File: config.mk
export PLATFORM = sky130hd
export DESIGN_NAME = if_fetch_unit
export DESIGN_NICKNAME = d
export VERILOG_FILES = /design/src/rtl/cpu_pkg.sv /design/src/rtl/imem_bytes.sv /design/src/rtl/if_fetch_unit.sv
export SDC_FILE = /design/constraint.sdc
export NUM_CORES = 2
export LEC_CHECK = 0
export ABC_AREA = 0
export CAP_MARGIN = 5
export CORE_MARGIN = 3
export CORE_UTILIZATION = 65
export CTS_BUF_LIST = sky130_fd_sc_hd__clkbuf_8
export DETAILED_ROUTE_END_ITERATION = 6
export GPL_ROUTABILITY_DRIVEN = 0
export PLACE_DENSITY = 0.79
export SLEW_MARGIN = 30
export SYNTH_ARGS = -nofsm -noshare
export SYNTH_HDL_FRONTEND = slang
export SYNTH_SLANG_ARGS = --single-unit
File: constraint.sdc
create_clock -name clk -period 5.3 [get_ports clk]
set_clock_uncertainty 0.05 [all_clocks]
set_input_delay 0.795 -clock clk [delete_from_list [all_inputs] [get_ports clk]]
set_output_delay 0.795 -clock clk [all_outputs]
set_load 0.05 [all_outputs]
File: src/rtl/cpu_pkg.sv
// Shared core types: fetch FSM states, HALT opcode, default fetch geometry,
// and the IF/ID pipeline record consumed by decode.
package cpu_pkg;

    localparam int         ADDR_W_DEF      = 8;
    localparam int         INSTR_BYTES_DEF = 2;
    localparam logic [3:0] OPC_HALT        = 4'b1100;

    typedef enum logic {
        FS_RUN  = 1'b0,
        FS_HALT = 1'b1
    } fetch_state_e;

    typedef struct packed {
        logic                           valid;
        logic [ADDR_W_DEF-1:0]          pc;
        logic [8*INSTR_BYTES_DEF-1:0]   instr;
    } if_id_t;

endpackage

File: src/rtl/imem_bytes.sv
// Byte-wide instruction store: one synchronous write port and LANES
// combinational read lanes; lane i reads raddr+i with natural address wrap.
module imem_bytes
    import cpu_pkg::*;
#(
    parameter int ADDR_W = ADDR_W_DEF,
    parameter int LANES  = INSTR_BYTES_DEF
) (
    input  logic                clk,
    input  logic                we,
    input  logic [ADDR_W-1:0]   waddr,
    input  logic [7:0]          wdata,
    input  logic [ADDR_W-1:0]   raddr,
    output logic [8*LANES-1:0]  rdata
);

    logic [7:0] mem_q [2**ADDR_W];

    // No reset: program contents survive a core reset.
    always_ff @(posedge clk) begin
        if (we) mem_q[waddr] <= wdata;
    end

    for (genvar i = 0; i < LANES; i++) begin : g_lane
        logic [ADDR_W-1:0] addr;
        assign addr = raddr + ADDR_W'(i);
        // First byte lands in the most significant lane (big-endian).
        assign rdata[8*(LANES-1-i) +: 8] = mem_q[addr];
    end

endmodule

File: src/rtl/if_fetch_unit.sv
// Instruction-fetch stage: PC, RUN/HALT FSM, byte store and IF/ID register.
// Redirect beats stall beats plain advance; HALT parks fetch until a redirect.
module if_fetch_unit
    import cpu_pkg::*;
#(
    parameter int         ADDR_W      = ADDR_W_DEF,
    parameter int         INSTR_BYTES = INSTR_BYTES_DEF,
    parameter int         RESET_PC    = 0,
    parameter logic [3:0] HALT_OP     = OPC_HALT
) (
    input  logic                      clk,
    input  logic                      reset,
    input  logic                      stall,
    input  logic                      redirect_valid,
    input  logic [ADDR_W-1:0]         redirect_pc,
    input  logic                      flush,
    input  logic                      prog_we,
    input  logic [ADDR_W-1:0]         prog_addr,
    input  logic [7:0]                prog_data,
    output logic                      out_valid,
    output logic [ADDR_W-1:0]         out_pc,
    output logic [8*INSTR_BYTES-1:0]  out_instr,
    output logic                      halted
);

    localparam int               IW         = 8 * INSTR_BYTES;
    localparam logic [ADDR_W-1:0] ALIGN_MASK = ~ADDR_W'(INSTR_BYTES - 1);

    fetch_state_e        state_q, state_d;
    logic [ADDR_W-1:0]   pc_q, pc_d;
    logic                valid_q, valid_d;
    logic [ADDR_W-1:0]   opc_q, opc_d;
    logic [IW-1:0]       instr_q, instr_d;
    logic [IW-1:0]       fetch_word;
    logic [ADDR_W-1:0]   redir_aligned;

    imem_bytes #(
        .ADDR_W (ADDR_W),
        .LANES  (INSTR_BYTES)
    ) u_imem (
        .clk    (clk),
        .we     (prog_we),
        .waddr  (prog_addr),
        .wdata  (prog_data),
        .raddr  (pc_q),
        .rdata  (fetch_word)
    );

    assign redir_aligned = redirect_pc & ALIGN_MASK;

    always_comb begin
        state_d = state_q;
        pc_d    = pc_q;
        valid_d = valid_q;
        opc_d   = opc_q;
        instr_d = instr_q;
        unique case (state_q)
            FS_RUN: begin
                if (redirect_valid) begin
                    pc_d    = redir_aligned;
                    valid_d = 1'b0;
                end else if (stall) begin
                    if (flush) valid_d = 1'b0;
                end else begin
                    opc_d   = pc_q;
                    instr_d = fetch_word;
                    valid_d = ~flush;
                    pc_d    = pc_q + ADDR_W'(INSTR_BYTES);
                    // A flushed halt never issued, so it must not stop fetch.
                    if (!flush && fetch_word[IW-1 -: 4] == HALT_OP) state_d = FS_HALT;
                end
            end
            FS_HALT: begin
                valid_d = 1'b0;
                if (redirect_valid) begin
                    pc_d    = redir_aligned;
                    state_d = FS_RUN;
                end
            end
            default: state_d = FS_RUN;
        endcase
    end

    always_ff @(posedge clk) begin
        if (reset) begin
            state_q <= FS_RUN;
            pc_q    <= ADDR_W'(RESET_PC);
            valid_q <= 1'b0;
            opc_q   <= '0;
            instr_q <= '0;
        end else begin
            state_q <= state_d;
            pc_q    <= pc_d;
            valid_q <= valid_d;
            opc_q   <= opc_d;
            instr_q <= instr_d;
        end
    end

    assign out_valid = valid_q;
    assign out_pc    = opc_q;
    assign out_instr = instr_q;
    assign halted    = (state_q == FS_HALT);

endmodule

After elaboration in Yosys (flattened, before gate mapping). Memories as Yosys holds them, arrays and structs flattened. A register that Yosys moved wholly into a read port is not among the register bits. Cells that the tools add are included.

Bits of input ports: 30. ROM bits: 0. Memories kept: 1. Latch bits: 0. Memory bits (writable): 2048. Word-level logic and storage cells: 37. Bits in registers: 34.

Add/subtract/negate cells: 2. Reductions and logical operators: 4. Magnitude comparators: 0. Bitwise logic cells: 4. Multiply operators: 0. Mux-type cells: 17. Div/mod/pow operators: 0. Shifts and indexed selects: 0. Equality and inequality tests: 4.

Memory list: u_imem.mem_q (depth 256, width 8, read ports 2, clocked after memory_dff 2, write ports 1, line imem_bytes.sv:17) `logic [7:0] mem_q [2**ADDR_W];`.

Operators with widths (count): $mux W8 (5); $pmux W8 S2 (1); $mux W1 (9); $add A8 B1 Y8 const B (1); $add A8 B2 Y8 const B (1); $eq A4 B4 Y1 const B (1); $ne A4 B4 Y1 const B (1); $not A1 Y1 (4); $pmux W1 S2 (2); $ne A3 B3 Y1 const B (1); $reduce_and A3 Y1 (1); $ne A2 B2 Y1 const B (1); $reduce_and A2 Y1 (1); $logic_and A1 B1 Y1 (1); $logic_not A1 Y1 (1).

Logic depth before layout (Yosys ltp).
Depth in word-level cells: 6. Mapped depth: 14. Depth with buffers taken out: 9.

By module. From an unflattened synthesis, not the netlist that was laid out.

Cell total of the unflattened synthesis: 5004. Area, all modules: 97927.7 um^2.

By module, submodules not included: imem_bytes (area each 96456.3 um^2, instances 1, sequential area each 61499.0 um^2, cells each 4841); if_fetch_unit (area each 1471.4 um^2, instances 1, sequential area each 640.6 um^2, cells each 163).

Worst setup path before layout. OpenSTA, ideal clock, no wires.

Kind: register to register. Start point: register pc_q[1]. End point: register instr_q[0] (netlist: out_instr[0]) (read register of u_imem.mem_q). Arrival: 3.163 ns. Slack: 1.967 ns. Buffers on the path: 4. Cell stages (with the launch flop): 11. Setup time: 0.120 ns. Clock period less this slack: 3.333 ns. Path through: dfxtp_1 -> ha_1 -> buf_2 -> clkbuf_1 -> clkbuf_1 -> clkbuf_1 -> mux4_2 -> mux4_2 -> mux4_2 -> a22oi_1 -> nand2_1.

Longest elaborated chain between the ends: 1.

Ends and longest elaborated chain: start, declared (line if_fetch_unit.sv:30) `logic [ADDR_W-1:0] pc_q, pc_d;`; start signal, assigned (line if_fetch_unit.sv:87) `pc_q <= ADDR_W'(RESET_PC);`; start signal, assigned (line if_fetch_unit.sv:93) `pc_q <= pc_d;`; $add A8 B1 Y8 (line imem_bytes.sv:26) `assign addr = raddr + ADDR_W'(i);`; end, declared (line if_fetch_unit.sv:33) `logic [IW-1:0] instr_q, instr_d;`.

No other way between the ends. A chain may end at the register's enable or synchronous reset.

==> results.cfg <==
[timing]
period_minus_slack_ns = 4.56
slew_violations = 0
final-setup-viol-count = 0
hold_slack_ns = 0.158
layout_setup_ws_ns = 0.739
clock.fmax_mhz = 219
finalHoldViolations = 0
worst_pin_slew_ns = 1.12
final.setup.tns_ns = 0
relSlewSlack_pct = 24.0
period_share_pct = 86.1
rsz0062_at_grt = false

[drt]
dr.first_iter.drc_count = 9753
routed_wl_um = 289000
first_pass_iters = 7
final_antenna_net_count = 0
vias = 56100
drc = 0
route.detailed.wl_per_inst_um = 41.1
via_per_inst = 7.96

[cts]
cts_tree = done
post_cts_buffers = 0
cts_resized = 0
cts.reportedPaths.clkPinSlew_ns = 0.07
cts-root-buf = clkbuf_8
clock_path_buffers = 4
clock-sinks = 2090
cts_hold_buf = 0
clock_latency_ns = 1.03
htreeDepth = 5
numCtsBuffers = 340

[die]
start_util_pct = 65.6
die_h_um = 392
rows = 141
ios = 56
dieArea_um2 = 154000
fp.dieW_um = 392
coreArea_um2 = 148000

[grt]
grt_max_degree = 160
grt_overflow = 0
grt_pass1_wl_um = 405000
grtUsageTotal_pct = 38.3
grt_pass1_vias = 54400
antenna_found_initial = 26

[setup_path]
cp.arrival_ns = 5.44
cp-start-kind = register
cp_max_fo = 25
rr_endpoint = halted$_SDFF_PP0_
endpoint_kind = register
worst-setup-path-type = register to register
reg2reg_slack_ns = 0.74
endpoint = halted$_SDFF_PP0_
worstPathRequired_ns = 6.18
ff2ff_path_depth = 9

[logic_synthesis]
netlist_top_cells_count = edfxtp_1 (2048), mux4_2 (1229), nor2_1 (301)
syn_inst = 4587
ys_ff_latch = 2090
synthesis.nets = 4619
avgSynthCellArea_um2 = 21.2
synth_top_area_share_pct = 63.4
syn_area_um2 = 97100
ys_top_cells_by_area = edfxtp_1 (63%), mux4_2 (29%), nor2_1 (1.2%)
synth-edff-count = 2048
synth_cell_types = 58
yosysTopAreaCell = edfxtp_1
synthArstFlopShare_pct = 0
synth.yosys.warnings = 0
yosysSeqAreaShare_pct = 64.2
yosys_most_used_dff = edfxtp_1
synth_most_common_cell = edfxtp_1

[power_and_ir_drop]
p_sw_w = 0.00799
irDropWorstVdd_mv = 0.318
switching_share_pct = 23.7
internal_power_w = 0.0258
pwr-share-comb_pct = 8.1
p_leak_nw = 32.1
clkPwrFrac_pct = 37.8
total_power_w = 0.0338
power_density_nw_per_um2 = 317
seqPwrFrac_pct = 54.1

[flow_run]
cap_viol_max_count = 0

[place]
preCtsSetupSlack_ns = 0.935
port_buffers = 54
hpwl_um = 188000
dpl-instance-area_um2 = 100000

[status]
status = completed

[layout]
drive_above_1_share_pct = 38.1
multiInputGateArea_um2 = 32900
seq_area_um2 = 62400
areaGrowthSynthToFinish_pct = 9.88
fillers = 8335
fin_nets = 4875
final_area_um2 = 107000

[min_path]
hold_path.class = input port to register
==> worst max-delay path, stage by stage, from the launching register on <==
cell	delay, ns
dfxtp_4	0.78
buf_12	0.33
buf_4	0.28
mux4_2	0.54
mux2_2	0.33
a211oi_1	0.74
o221ai_1	0.50
o311ai_1	0.49
nand3b_1	0.19
o31ai_2	0.22
==> area by class of cell <==
type / count / area share (%)
antenna: 32 / 0.0751
timing repair buffer: 287 / 2.67
clock buffer: 351 / 4.53
multi-input combinational: 2117 / 30.9
inverter: 7 / 0.0293
clock inverter: 228 / 1.09
sequential: 2090 / 58.5
tap: 1930 / 2.26
==> power by group through the flow <==
| stage | Sequential [W] | Clock (W) | Combinational, W |
|---|---|---|---|
| finish | 0.0183 | 0.0128 | 0.00275 |
| global placement | 0.0186 | 0 | 0.00261 |
| CTS | 0.0183 | 0.0128 | 0.00265 |
| global route | 0.0183 | 0.0136 | 0.00278 |
| floorplan | 0.0186 | 0 | 0.00150 |
| detailed placement | 0.0186 | 0 | 0.00264 |
==> flip-flops by register name, indices dropped and copies added, names as in the netlist, named ones only <==
signal        count
halted            1
out_pc            8
out_valid         1
pc_q              8
u_imem.mem_q   2048
out_instr        16
==> cells by family after synthesis <==
| kind of cell | share of synthesized area, % |
|---|---|
| AO/OA/AOI/OAI | 1.71 |
| XOR/XNOR | 0.108 |
| adder cells (fa/ha/maj) | 0.0258 |
| buffers and inverters | 2.01 |
| flip-flops | 64.2 |
| multiplexers | 29.5 |
| AND/OR/NAND/NOR | 2.37 |
==> stage by stage <==
| step | util [%] | std cells |
|---|---|---|
| floorplan | - | 4587 |
| global placement | 67.9 | 6428 |
| detailed placement | 67.9 | 6428 |
| CTS | 71.9 | 7007 |
| global route | 72.0 | 7015 |
| finish | 72.0 | 7042 |
==> metal layers <==
metal	vias to the layer above	part of all wire, %	track usage, %
met5	-	0.055	0.989
met4	20	6.1	19.6
met3	983	17	14.8
met2	5454	45	54.9
met1	28900	32	51.9
li1	20700	-	-
==> worst min path at each step <==
| stage | from | end | slack, ns | cells past startpoint |
|---|---|---|---|---|
| final | prog_data[1] | u_imem.mem_q[218][1]$_DFFE_PP_ | 0.16 | 1 |
| after floorplan | pc_q[7]$_SDFFE_PP0N_ | out_pc[7]$_SDFFE_PP0P_ | 0.41 | 2 |
| after global placement | out_pc[7]$_SDFFE_PP0P_ | out_pc[7]$_SDFFE_PP0P_ | 0.40 | 2 |
| after detailed placement | out_pc[3]$_SDFFE_PP0P_ | out_pc[3]$_SDFFE_PP0P_ | 0.40 | 2 |
| after global routing | prog_data[1] | u_imem.mem_q[218][1]$_DFFE_PP_ | 0.14 | 1 |
| after CTS | prog_data[0] | u_imem.mem_q[211][0]$_DFFE_PP_ | 0.29 | 1 |
==> cells in the final DEF (no fill, tap or decap), types with 33 or more instances in the layout <==
cell type	Yosys	layout
a21oi_1	65	65
a22oi_1	33	33
buf_12	0	37
buf_4	47	193
clkbuf_8	0	357
clkdlybuf4s50_1	0	46
clkinv_1	2	66
clkinv_2	0	33
dfxtp_1	42	36
edfxtp_1	2048	2048
inv_1	3	118
mux2i_1	77	77
mux4_2	1229	1229
nand2_1	111	110
nor2_1	301	288
Power figures use the tool's default switching activity.
